**src/rtl/pwm_pkg.sv**
```systemverilog
// Shared types and constants for the PWM measurement block.
package pwm_pkg;

  typedef enum logic [1:0] {
    SYNC = 2'd0,
    HIGH = 2'd1,
    LOW  = 2'd2
  } state_t;

  // Nominal period of the companion 10-bit PWM generator, in clk cycles.
  localparam int PWM_PERIOD    = 1024;
  localparam int CNT_W_DEFAULT = 11;

endpackage

```
**src/rtl/pwm_meas_sync_edge.sv**
```systemverilog
// Two-flop synchronizer for an asynchronous input plus a history flop for edge detection.
module sync_edge (
  input  logic clk,
  input  logic rst_n,
  input  logic din,
  output logic lvl,
  output logic rise,
  output logic fall
);

  logic s1, s2, s3;

  // NOTE: sequential state uses non-blocking assignments so every flop samples pre-edge values.
  always_ff @(posedge clk) begin
    if (!rst_n) begin
      s1 <= 1'b0;
      s2 <= 1'b0;
      s3 <= 1'b0;
    end else begin
      s1 <= din;
      s2 <= s1;
      s3 <= s2;
    end
  end

  assign lvl  = s2;
  assign rise = s2 & ~s3;
  assign fall = ~s2 & s3;

endmodule

```
**src/rtl/pwm_meas.sv**
```systemverilog
// Measures high time and rise-to-rise period of an asynchronous PWM input, with stuck-line detection.
module pwm_meas
  import pwm_pkg::*;
#(
  parameter int CNT_W = CNT_W_DEFAULT
) (
  input  logic             clk,
  input  logic             rst_n,
  input  logic             PWM_sig,
  output logic [CNT_W-1:0] high_cnt,
  output logic [CNT_W-1:0] period_cnt,
  output logic             meas_vld,
  output logic             stuck,
  output logic             stuck_lvl
);

  localparam logic [CNT_W-1:0] MAX = '1;
  localparam logic [CNT_W-1:0] ONE = {{(CNT_W-1){1'b0}}, 1'b1};

  logic             lvl, rise, fall;
  state_t           state;
  logic [CNT_W-1:0] per_cnt, hi_cnt;
  logic [CNT_W-1:0] per_next, hi_next;
  logic             timeout;

  sync_edge u_sync_edge (
    .clk   (clk),
    .rst_n (rst_n),
    .din   (PWM_sig),
    .lvl   (lvl),
    .rise  (rise),
    .fall  (fall)
  );

  // Saturating increments: counters park at MAX instead of wrapping.
  assign per_next = (per_cnt == MAX) ? per_cnt : per_cnt + ONE;
  assign hi_next  = (hi_cnt  == MAX) ? hi_cnt  : hi_cnt  + ONE;
  assign timeout  = (per_cnt == MAX) && !rise && !fall;

  always_ff @(posedge clk) begin
    if (!rst_n) begin
      state      <= SYNC;
      per_cnt    <= '0;
      hi_cnt     <= '0;
      high_cnt   <= '0;
      period_cnt <= '0;
      meas_vld   <= 1'b0;
      stuck      <= 1'b0;
      stuck_lvl  <= 1'b0;
    end else begin
      meas_vld <= 1'b0;
      per_cnt  <= per_next;
      if (state == HIGH && lvl) hi_cnt <= hi_next;

      // A rise always restarts the counters; only a rise from LOW closes a full period.
      if (rise) begin
        per_cnt <= ONE;
        hi_cnt  <= ONE;
        state   <= HIGH;
        if (state == LOW) begin
          high_cnt   <= hi_cnt;
          period_cnt <= per_cnt;
          meas_vld   <= 1'b1;
          stuck      <= 1'b0;
        end
      end else if (fall) begin
        case (state)
          SYNC:    per_cnt <= ONE;
          HIGH:    state   <= LOW;
          default: state   <= state;
        endcase
      end else if (timeout) begin
        // per_cnt stays at MAX, so re-entry here only rewrites the same values.
        stuck     <= 1'b1;
        stuck_lvl <= lvl;
        state     <= SYNC;
      end
    end
  end

endmodule

```
**config.mk**
```make
export PLATFORM = sky130hd
export DESIGN_NAME = pwm_meas
export DESIGN_NICKNAME = d
export VERILOG_FILES = /design/src/rtl/pwm_pkg.sv /design/src/rtl/pwm_meas_sync_edge.sv /design/src/rtl/pwm_meas.sv
export SDC_FILE = /design/constraint.sdc
export NUM_CORES = 1
export LEC_CHECK = 0
export CORE_AREA = 3 3 75 77
export CTS_CLUSTER_DIAMETER = 120
export DETAILED_ROUTE_END_ITERATION = 8
export DIE_AREA = 0 0 78 80
export PLACE_DENSITY_LB_ADDON = 0.08
export SETUP_SLACK_MARGIN = 0.02
export SYNTH_ARGS = -nofsm -noshare
export SYNTH_HDL_FRONTEND = slang
export SYNTH_SLANG_ARGS = --single-unit
```
**constraint.sdc**
```tcl
create_clock -name clk -period 2.2 [get_ports clk]
set_input_delay 0.44 -clock clk [delete_from_list [all_inputs] [get_ports clk]]
set_output_delay 0.44 -clock clk [all_outputs]
set_load 0.005 [all_outputs]
```
# Yosys cells after proc, flatten, opt, wreduce, memory -nomap -nowiden
# Index checks and enable logic that the tools add are counted.
[totals] n_memories=0 elab_cells=68 output_inout_bits=25 mem_bits_rw=0 latch_bits=0 in_bits=3 regBits=52 mem_bits_ro=0
[op_classes] n_lt_le_gt_ge=0 n_mul=0 n_mux=16 reduce_logical=19 n_bitwise=8 shifts=0 addsub=2 n_div=0 eq_ne=9
[op_table] cell="11-bit 2-to-1 mux" count=3
[op_table] cell="11-bit by 1-bit adder with 11-bit output, second input constant" count=2
[op_table] cell="11-bit == test, second input constant" count=2
[op_table] cell="2-bit AND reduction" count=6
[op_table] cell="1-bit 2-to-1 mux" count=10
[op_table] cell="2-bit 2-to-1 mux" count=3
[op_table] cell="1-bit NOT" count=6
[op_table] cell="3-bit AND reduction" count=2
[op_table] cell="2-bit nonzero test" count=3
[op_table] cell="2-bit by 1-bit != test with 1-bit output, second input constant" count=2
[op_table] cell="2-bit != test, second input constant" count=2
[op_table] cell="1-bit logical AND" count=3
[op_table] cell="3-bit by 2-bit != test with 1-bit output, second input constant" count=1
[op_table] cell="3-bit nonzero test" count=1
[op_table] cell="1-bit bitwise AND" count=2
[op_table] cell="2-bit by 1-bit == test with 1-bit output, second input constant" count=1
[op_table] cell="2-bit == test, second input constant" count=1
[op_table] cell="1-bit logical NOT" count=2
[op_table] cell="2-bit logical NOT" count=1
[op_table] cell="2-bit OR reduction" count=1

# Depth between registers and ports, before layout
# Gate-level depths: netlist (run 1).
[logic_depth] ltp_word=8 mapped_depth=7 depth_no_buf=6

# Cells and area by module
# A second synthesis (run 1) with hierarchy kept.
[hier_totals] cells_unflattened=249 hier_area_um2=2188.3
[by_module_without_submodules] mod="pwm_meas" cells_per_inst=241 area_per_inst_um2=2097.0 n_inst=1
[by_module_without_submodules] mod="sync_edge" cells_per_inst=8 area_per_inst_um2=91.3 n_inst=1

# Worst setup path before layout (run 1)
# No wires, ideal clock.
[synth_path] kind="reg2reg" start="register per_cnt[0]" end="register stuck_lvl" path_stages_with_launch=7 path_buffers=1 t_arrival_ns=1.534 setup_ns=0.070 path_slack_ns=0.596 required_time_ns=2.130 path_cell_list="dfxtp_1 > ha_1 > and3_1 > clkbuf_2 > nand4_2 > or3_1 > a21boi_1"
[synth_via] elab_chain_cells=4
[synth_rtl] item="from (decl)" line_no="pwm_meas.sv:22" text="logic [CNT_W-1:0] per_cnt, hi_cnt;"
[synth_rtl] item="from (signal assigned)" line_no="pwm_meas.sv:52" text="per_cnt <= per_next;"
[synth_rtl] item="11-bit == test" line_no="pwm_meas.sv:38" text="assign timeout = (per_cnt == MAX) && !rise && !fall;"
[synth_rtl] item="1-bit logical AND (2 in series)" line_no="pwm_meas.sv:38"
[synth_rtl] item="3-bit AND reduction (no line)"
[synth_rtl] item="to (signal assigned)" line_no="pwm_meas.sv:75" text="stuck_lvl <= lvl;"
[synth_rtl] item="to (decl)" line_no="pwm_meas.sv:14" text="output logic stuck_lvl"
# No other way between the ends.
# A chain may end at the register's enable or synchronous reset.

# Worst setup path in the final report (run 1)
# Ends and elaborated chain as after synthesis.

==> metrics.md, run 1 <==
| Metric | Value |
|---|---|
| Remaining DRCs | `0` |
| Register area share after synthesis | `around 46%` |
| Die height | `80 µm` |
| Mapped Cells | `259` |
| Commonest non-fill, non-tap cell in the layout | `nand2_1` |
| Max Cap Violations | `0` |
| Design area | `approximately 2700 µm²` |
| Pre-CTS setup slack | `0.366 ns` |
| Largest net degree at the start of global routing | `23` |
| Post-CTS setup buffer count | `0` |
| Leak Pwr | `roughly 0.94 nW` |
| CP Max Fanout | `7` |
| Max Clock Freq | `0.536 GHz` |
| Initial Utilization | `44.4%` |
| Synth cell types | `46` |
| Seq cells post-synth | `52` |
| DR iter-0 viols | `83` |
| 1st-pass router iterations | `4` |
| Chip width | `between 70 and 80 µm` |
| Post-CTS Resized | `0` |
| Final Total Pwr | `0.00168 W` |
| WP data required | `2.44 ns` |
| Fillers | `521` |
| Post-synth net total | `267` |
| Global-route wire length before repair | `8100 µm` |
| Hold Crit Start | `u_sync_edge.s1` |
| Relative max-transition margin | `a little over half` |
| Worst min-delay path class | `reg -> reg` |
| GRT Overall Usage | `between 10% and 20%` |
| Worst skew pair latency | `0.31 ns` |
| Setup TNS | `0 ns` |
| Commonest non-fill, non-tap cells in the layout | `nand2_1, dfxtp_1, clkdlybuf4s50_1` |
| CP startpoint | `per_cnt[0]` |
| Crit path max-delay family | `simple AND/OR/NAND/NOR gates` |
| Crit path buf inv count | `0` |
| Overflow after GRT | `0` |
| Slowest CP cell | `dfxtp_1` |
| Slew @ Worst Pin | `between 0.7 and 0.8 ns` |
| WL/cell | `12.9 µm` |
| CTS buffer count | `5` |
| DP Wirelength | `between 3000 and 4000 µm` |
| DRT Wirelength | `4640 µm` |
| Dpl cell area | `2600 µm²` |
| Slew Limit Fails | `0` |
| Die area | `6240 µm²` |
| N_diodes | `0` |
| # port buffers | `27` |
| Crit path DAT | `2.11 ns` |
| Fin crit share | `84.9%` |
| R2R Path Start | `per_cnt[0]` |
| Core Region | `~5000 µm²` |
| Cell Area, Synth | `2250 µm²` |
| Worst vdd ir | `312 µV` |
| GP Congestion | `between 0.8 and 0.9` |
| CTS tree | `built` |
| Outcome | `finished, final reports clean` |
| Avg Cell Area, Syn | `8.71 µm²` |
| Nets | `~300` |
| Ports | `28` |
| Initial antenna violation count | `0` |
| CTS root buffer | `clkbuf_8` |
| Cell Pwr Density | `around 620 nW/µm²` |
| Final Setup Violations | `0` |
| Worst-case clock buffer depth | `2` |
| Hold Buf Count CTS | `0` |
| Clock transition at the registers of the reported paths | `0.09 ns` |
| # clock sinks | `52` |
| Number of global-route vias before repair | `1685` |
| Total of warnings raised by yosys | `0` |
| Crit. End Element | `flip-flop` |
| DR vias/cell | `5.06` |
| Final setup margin | `around 0.33 ns` |
| Area grow syn2layout | `20.4%` |
| Min Tclk post-route | `~1.9 ns` |
| R2r setup slk | `0.33 ns` |
| Standard-cell rows | `26` |
| Critical path class | `reg -> reg` |
| CP peak stage delay | `0.46 ns` |
| Post-Route Skew | `about 0.0044 ns` |
| Final hold violations | `0` |
| Setup crit start kind | `flip-flop` |
| Share of cells above drive strength 1 | `8.65%` |
| Setup repair after global routing missed its margin | `no` |
| Htree depth | `2` |
| Antenna violation net count after detailed routing | `0` |
| Critical Path, Cell by Cell | `ha_1, and3_1, nand4_2, or3_1, a21boi_1` |
| Routed via count | `1817` |
[Yosys cell counts (all sizes together)]
library cell   n  area, µm²
a31oi          4       25.0
or4            2       15.0
o31a           1       10.0
and4           2       17.5
nand4          7       56.3
nor3           1       5.00
clkbuf        11       52.5
and2           6       37.5
nand4b         1       8.76
xor2           1       8.76
and3b          1       10.0
o311ai         1       16.3
or4b           1       10.0
a21boi        26        195
a21oi         15       75.1
or2            1       6.26
buf            3       23.8
inv            8       30.0
nand3          7       35.0
o41ai          1       8.76
a41oi          1       8.76
ha             5       62.6
a311oi         1       8.76
a21o           1       7.51
nand2         55        206
nor2b          1       6.26
nand3b         2       15.0
o31ai          4       35.0
o21bai         2       15.0
xnor2          3       26.3
o21ai          7       35.0
and3           6       37.5
mux2i          1       10.0
nor2          11       41.3
a31o           2       17.5
or3            3       18.8
dfxtp         52       1040
a22oi          2       15.0
[metrics by stage]
step / hold WS, ns / util [%] / std cells
detailed placement: 0.432 / 51.3 / 351
CTS: 0.454 / 53.5 / 359
finish: 0.445 / 53.5 / 359
global route: 0.484 / 53.5 / 359
floorplan: 0.412 / - / 259
global placement: 0.417 / 51.3 / 351
[state kept, by name, indices dropped and copies added (netlist names)]
name,cells
u_sync_edge.s3,1
meas_vld,1
per_cnt,11
hi_cnt,11
u_sync_edge.lvl,1
period_cnt,11
high_cnt,11
stuck,1
stuck_lvl,1
u_sync_edge.s1,1
state,2
[worst paths after layout]
kind | end | depth (start not counted)
setup / recovery | stuck_lvl | 5
hold reg to reg | u_sync_edge.lvl | 1
setup reg to reg | stuck_lvl | 5
hold / removal | u_sync_edge.lvl | 1
[worst reg2reg max path, stage by stage (launching register included)]
cell and delay (ns):
dfxtp_1 0.46, ha_1 0.32, and3_1 0.33, nand4_2 0.20, or3_1 0.35, a21boi_1 0.14
[cells by family (layout without fill, tap and decap cells)]
| group | after synthesis | count (layout) | synth area share [%] |
|---|---|---|---|
| xor gates and xnor gates | 4 | 4 | 1.55 |
| buffers and inverters | 22 | 52 | 4.72 |
| muxes | 1 | 1 | 0.444 |
| and+or+nand+nor | 107 | 107 | 23.4 |
| DFF | 52 | 52 | 46.2 |
| adders and majority gates | 5 | 5 | 2.77 |
| AOI/OAI and AO/OA | 68 | 68 | 21.0 |
[report_power, final]
group | switching [W] | internal [W]
Combinational | 0.0000333 | 0.0000286
Sequential | 0.0000103 | 0.000949
Clock | 0.000323 | 0.000337
Total | 0.000367 | 0.00131
[layout make-up]
type,count,area (µm²),area share (%)
multi-input combinational,185,1110,40.8
sequential,52,1040,38.3
timing repair buffer,36,338,12.4
tap,70,87.6,3.23
clock buffer,5,68.8,2.53
clock inverter,3,42.5,1.57
inverter,8,30.0,1.11
[layer usage]
metal	track usage [%]	part of all wire (%)	up-vias
li1	-	-	963
met1	23.5	54	813
met2	23.3	41	33
met3	2.93	3.2	8
met4	6.82	1.8	0
met5	0	0	-
(Power assumes the default switching activity.)
==> inputs of run 2 (changes only) <==
==> constraint.sdc (replaced) <==
create_clock -name clk -period 1.61 [get_ports clk]
set_input_delay 0.322 -clock clk [delete_from_list [all_inputs] [get_ports clk]]
set_output_delay 0.322 -clock clk [all_outputs]
set_load 0.005 [all_outputs]
==> run 2 against run 1 <==
Hold slack got worse by 0.0015 ns. Non-clock buffer count rose by 22. Cell area rose by 8.9%. Die area did not move. Total power rose by 41%. Clock skew rose by 0.00057 ns. Sequential cell count did not move. Clock-buffer cell count rose by 2. Routed wire length rose by 4.3%. Sequential share of layout area fell by 3.1 points. Core utilization rose by 4.8 points. Clock power rose by 45%. Largest power group unchanged.
==> metrics.md, run 2 (synthesis gave the netlist of run 1 again) <==
| Metric | Value |
|---|---|
| Outcome | `finished, final reports clean` |
| Design area | `2960 µm² (+8.9%)` |
| Initial antenna violation count | `0 (unchanged)` |
| Post-Route Skew | `0.00493 ns (+0.000570 ns)` |
| Nets | `318 (+7.4%)` |
| Die height | `80 µm (unchanged)` |
| Worst r2r path cells | `6 (+1)` |
| Die area | `6240 µm² (unchanged)` |
| Chip width | `78 µm (unchanged)` |
| Worst skew pair latency | `0.30 ns (about the same)` |
| Overflow after GRT | `0 (unchanged)` |
| Remaining DRCs | `0 (unchanged)` |
| Global-route wire length before repair | `8000 µm (-1.3%)` |
| Setup repair after global routing missed its margin | `no` |
| Worst min-delay path class | `reg -> reg` |
| Routed via count | `1929 (+6.2%)` |
| Ports | `28 (unchanged)` |
| CTS buffer count | `5 (unchanged)` |
| Post-CTS setup buffer count | `0 (unchanged)` |
| Core Region | `5070 µm² (unchanged)` |
| CTS root buffer | `clkbuf_8` |
| GP Congestion | `0.781 (-8.2%)` |
| Critical Path, Cell by Cell | `ha_2, nand2_4, o31ai_2, buf_4, or4b_1, a21oi_1` |
| Share of cells above drive strength 1 | `16.7% (+8.1 points)` |
| Commonest non-fill, non-tap cells in the layout | `nand2_1, dfxtp_1, buf_4` |
| Final Setup Violations | `0 (unchanged)` |
| Critical path class | `reg -> reg` |
| Max Clock Freq | `0.662 GHz (+24%)` |
| Crit path DAT | `1.75 ns (-0.36 ns)` |
| # clock sinks | `52 (unchanged)` |
| GRT Overall Usage | `16.0% (-0.18 points)` |
| Max Cap Violations | `0 (unchanged)` |
| Largest net degree at the start of global routing | `24 (+4.3%)` |
| WP data required | `1.85 ns (-0.59 ns)` |
| Initial Utilization | `44.4% (unchanged)` |
| Min Tclk post-route | `1.51 ns (-0.357 ns)` |
| Critical path depth in cells | `6 (+1)` |
| Hold Buf Count CTS | `0 (unchanged)` |
| Area grow syn2layout | `31.2%` |
| Worst vdd ir | `397 µV (+27%)` |
| Crit. End Element | `flip-flop` |
| Slowest CP cell | `or4b_1` |
| Standard-cell rows | `26 (unchanged)` |
| # port buffers | `27 (unchanged)` |
| DR iter-0 viols | `82 (-1.2%)` |
| CP peak stage delay | `0.47 ns (about the same)` |
| Number of global-route vias before repair | `1671 (-0.83%)` |
| CTS tree | `built` |
| Leak Pwr | `1.10 nW (+16%)` |
| DP Wirelength | `3560 µm (+9.2%)` |
| N_diodes | `0 (unchanged)` |
| Cell Pwr Density | `802 nW/µm² (+30%)` |
| WL/cell | `12.7 µm (-1.8%)` |
| Hold Slack | `0.444 ns (-0.00149 ns)` |
| Antenna violation net count after detailed routing | `0 (unchanged)` |
| Worst-case clock buffer depth | `2 (unchanged)` |
| Clock transition at the registers of the reported paths | `0.09 ns (about the same)` |
| Crit path max-delay family | `simple AND/OR/NAND/NOR gates` |
| Dpl cell area | `2810 µm² (+7.9%)` |
| Worst Hold Depth | `1 (unchanged)` |
| CP Max Fanout | `12 (+5)` |
| Fin crit share | `93.8% (+9.0 points)` |
| DRT Wirelength | `4840 µm (+4.3%)` |
| Fillers | `486 (-6.7%)` |
| Setup crit start kind | `flip-flop` |
| DR vias/cell | `5.06 (about the same)` |
| 1st-pass router iterations | `4 (unchanged)` |
| Commonest non-fill, non-tap cell in the layout | `nand2_1` |
| Slew @ Worst Pin | `0.404 ns (-0.305 ns)` |
| Final hold violations | `0 (unchanged)` |
| Relative max-transition margin | `73.0% (+20 points)` |
| Setup TNS | `0 ns (unchanged)` |
| Htree depth | `2 (unchanged)` |
| Slew Limit Fails | `0 (unchanged)` |
| Crit path buf inv count | `1 (+1)` |
-- run 2: final cells by class --
type                       instances  area [µm²]  area share [%]
tap                               70        87.6            2.96
multi-input combinational        185        1130            38.2
sequential                        52        1040            35.2
inverter                           8        30.0            1.02
clock inverter                     1        30.0            1.02
timing repair buffer              58         541            18.3
clock buffer                       7        96.3            3.26
-- run 2: through the flow --
| step | utilization [%] | total power [W] | setup slack (ns) | std cells |
|---|---|---|---|---|
| 5_1_grt | 58.3 | 0.00247 | 0.0235 | 381 |
| 6_report | 58.3 | 0.00237 | 0.0994 | 381 |
| 4_1_cts | 57.9 | 0.00241 | 0.0552 | 381 |
| 3_5_place_dp | 55.4 | 0.00145 | 0.0329 | 373 |
| 2_1_floorplan | - | 0.00140 | 0.0317 | 259 |
| 3_3_place_gp | 55.4 | 0.00144 | 0.0491 | 373 |
-- run 2: final timing paths --
path | from | to | slack [ns]
max reg2reg | hi_cnt[0] | hi_cnt[9] | 0.1
min reg2reg | u_sync_edge.s1 | u_sync_edge.lvl | 0.44
min | u_sync_edge.s1 | u_sync_edge.lvl | 0.44
max | hi_cnt[0] | hi_cnt[9] | 0.1
-- run 2: where the power goes --
part | leakage, nW | switching (W) | internal [W]
combinational | 0.613 | 0.0000571 | 0.0000567
sequential | 0.420 | 0.00000603 | 0.00130
clock | 0.0645 | 0.000408 | 0.000548
total | 1.10 | 0.000471 | 0.00190
-- run 2: metal layers --
| layer | global-route usage, % | vias up | share of wire, % |
|---|---|---|---|
| met5 | 0 | - | 0 |
| met1 | 22.5 | 881 | 52 |
| met4 | 4.72 | 0 | 1.3 |
| met3 | 3.50 | 7 | 4.2 |
| li1 | - | 1009 | - |
| met2 | 24.5 | 32 | 42 |
-- run 2: timing repair --
item / CTS / global route
pin swaps: 0 / 0
setup endpoints to repair: 2 / 12
resized for setup: 1 / 5
==> inputs of run 3 (changes only) <==
--- a/config.mk
+++ b/config.mk
@@ -5,6 +5,7 @@
 export SDC_FILE = /design/constraint.sdc
 export NUM_CORES = 1
 export LEC_CHECK = 0
+export ABC_AREA = 1
 export CORE_AREA = 3 3 75 77
 export CTS_CLUSTER_DIAMETER = 120
 export DETAILED_ROUTE_END_ITERATION = 8
==> constraint.sdc (replaced) <==
create_clock -name clk -period 1.4 [get_ports clk]
set_input_delay 0.28 -clock clk [delete_from_list [all_inputs] [get_ports clk]]
set_output_delay 0.28 -clock clk [all_outputs]
set_load 0.005 [all_outputs]
==> run 3 against run 2 <==
Clock power shrank 8.6%. Highest routed layer unchanged. Clock skew grew 0.0030 ns. Hold slack lost 0.024 ns. Largest cell class unchanged. Register-to-register slack lost 0.02 ns. Cell count grew 14%. Critical endpoint is now per_cnt[8].
==> metrics.md, run 3 <==
| Metric | Value |
|---|---|
| Min Tclk post-route | `1.32 ns (-0.192 ns)` |
| Max Cap Violations | `0 (unchanged)` |
| Synth cell types | `25 (-46%)` |
| CTS tree | `built` |
| GRT Overall Usage | `17.1% (+1.1 points)` |
| Register area share after synthesis | `46.0% (-0.18 points)` |
| CP Max Fanout | `4 (-8)` |
| Standard-cell rows | `26 (unchanged)` |
| Outcome | `finished, final reports clean` |
| Core Region | `5070 µm² (unchanged)` |
| Antenna violation net count after detailed routing | `0 (unchanged)` |
| Max Clock Freq | `0.758 GHz (+15%)` |
| Nets | `370 (+16%)` |
| Critical path class | `reg -> reg` |
| Routed via count | `2037 (+5.6%)` |
| Worst vdd ir | `454 µV (+14%)` |
| Pre-CTS setup slack | `-0.0919 ns (-0.125 ns)` |
| Fillers | `466 (-4.1%)` |
| N_diodes | `0 (unchanged)` |
| Relative max-transition margin | `81.2% (+8.2 points)` |
| Avg Cell Area, Syn | `7.49 µm² (-14%)` |
| Mapped Cells | `302 (+17%)` |
| Leak Pwr | `1.44 nW (+31%)` |
| # port buffers | `27 (unchanged)` |
| Slew Limit Fails | `0 (unchanged)` |
| Area grow syn2layout | `32.8%` |
| Seq cells post-synth | `52 (unchanged)` |
| # clock sinks | `52 (unchanged)` |
| Area share of the largest cell type after synthesis | `46.0% (-0.18 points)` |
| Setup repair after global routing missed its margin | `yes` |
| Cell Area, Synth | `2260 µm² (+0.39%)` |
| Post-synth net total | `310 (+16%)` |
| Commonest non-fill, non-tap cells in the layout | `nand2_1, nor2_1, dfxtp_1` |
| DP Wirelength | `3620 µm (+1.5%)` |
| Ports | `28 (unchanged)` |
| Share of cells above drive strength 1 | `25.3% (+8.6 points)` |
| Commonest non-fill, non-tap cell in the layout | `nand2_1` |
| Worst min-delay path class | `reg -> reg` |
| Post-synth ARST share | `0% (unchanged)` |
| Top-count cell post-synth | `nand2_1` |
| Overflow after GRT | `0 (unchanged)` |
| Worst-case clock buffer depth | `2 (unchanged)` |
| DR vias/cell | `4.70 (-7.1%)` |
| Crit path DAT | `1.52 ns (-0.23 ns)` |
| Global-route wire length before repair | `8330 µm (+4.1%)` |
| WP data required | `1.60 ns (-0.25 ns)` |
| Crit. End Element | `flip-flop` |
| WL/cell | `11.9 µm (-6.4%)` |
| EDFF count, synth | `0 (unchanged)` |
| Total of warnings raised by yosys | `0 (unchanged)` |
| Slew @ Worst Pin | `0.279 ns (-0.125 ns)` |
| CTS root buffer | `clkbuf_8` |
| Final Setup Violations | `0 (unchanged)` |
| Remaining DRCs | `0 (unchanged)` |
| Final setup margin | `0.0811 ns (-0.0184 ns)` |
| Biggest area consumer among synthesized cells | `dfxtp_1` |
| Die height | `80 µm (unchanged)` |
| Initial antenna violation count | `0 (unchanged)` |
| DR iter-0 viols | `95 (+16%)` |
| Largest net degree at the start of global routing | `30 (+25%)` |
| CTS buffer count | `5 (unchanged)` |
| Clock transition at the registers of the reported paths | `0.09 ns (about the same)` |
| DRT Wirelength | `5140 µm (+6.3%)` |
| Worst skew pair latency | `0.30 ns (about the same)` |
| Number of global-route vias before repair | `1853 (+11%)` |
| Final hold violations | `0 (unchanged)` |
| Die area | `6240 µm² (unchanged)` |
| Setup crit start kind | `flip-flop` |
| Commonest cells post-synth | `nand2_1, dfxtp_1, nor2_1` |
| Htree depth | `2 (unchanged)` |
| Chip width | `78 µm (unchanged)` |
| Setup TNS | `0 ns (unchanged)` |
| Fin crit share | `94.2% (+0.39 points)` |
| Cell Pwr Density | `845 nW/µm² (+5.3%)` |
| Largest cells by area after synthesis | `dfxtp_1, nand2_1, nor2_1` |
| GP Congestion | `0.803 (+2.9%)` |
| 1st-pass router iterations | `4 (unchanged)` |
| Initial Utilization | `44.6% (+0.17 points)` |
| Post-synth top flop | `dfxtp_1` |
| Post-Route Skew | `0.00794 ns (+0.00301 ns)` |
## run 3: cell type report
type / instances / area, µm² / area share, %
Tap cell: 70 / 87.6 / 2.91
Clock inverter: 2 / 10.0 / 0.333
Inverter: 40 / 158 / 5.24
Timing Repair Buffer: 61 / 510 / 17.0
Sequential cell: 52 / 1060 / 35.3
Clock buffer: 6 / 82.6 / 2.75
Multi-Input combinational cell: 202 / 1100 / 36.5
## run 3: path summary, 6_finish.rpt
check,from,to,slack [ns],cells past startpoint
worst max-delay path,per_cnt[0],per_cnt[8],0.08,7
worst min-delay path,u_sync_edge.s1,u_sync_edge.lvl,0.42,2
worst max register to register,per_cnt[0],per_cnt[8],0.08,7
worst min register to register,u_sync_edge.s1,u_sync_edge.lvl,0.42,2
## run 3: worst max-delay path, cell delays in order, from the launching register on
cell     delay (ns)
dfxtp_2        0.37
ha_4           0.16
nand2_4        0.05
nor2_4         0.17
nand2_1        0.09
xor2_1         0.15
o21ai_0        0.16
inv_1          0.07
## run 3: metal layers
| layer | track usage [%] | wire, µm | vias up |
|---|---|---|---|
| met1 | 22.5 | 2560 | 918 |
| met5 | 0 | 0 | - |
| met2 | 27.0 | 2320 | 42 |
| met3 | 3.72 | 217 | 4 |
| li1 | - | - | 1073 |
| met4 | 7.34 | 50 | 0 |
## run 3: kinds of logic after synthesis
group                      Yosys count  share of synthesized area [%]
and+or+nand+nor                    132                           26.5
adders and majority gates            5                           2.76
DFF                                 52                           46.0
AOI/OAI and AO/OA                   60                           13.3
buffers and inverters               48                           9.56
xor gates and xnor gates             5                           1.93
## run 3: power breakdown
part | switching, W | internal (W) | leakage [nW]
clock network | 0.000479 | 0.000395 | 0.0510
logic | 0.0000834 | 0.0000729 | 0.958
registers | 0.0000149 | 0.00149 | 0.427
## run 3: timing repair
action	4_1_cts	5_1_grt
hold buffers	0	0
pin swaps	1	10
buffers inserted	0	5
resized for setup	37	34
setup endpoints to repair	49	46
## run 3: metrics by stage
stage               hold WS (ns)  instances  util, %  total power (W)  instance area, µm²
floorplan                  0.378        302        -          0.00161                2260
global placement           0.412        420     54.9          0.00167                2790
detailed placement         0.415        420     54.9          0.00167                2790
CTS                        0.434        428     56.5          0.00255                2870
global route               0.439        433     59.2          0.00264                3010
finish                     0.420        433     59.2          0.00254                3010
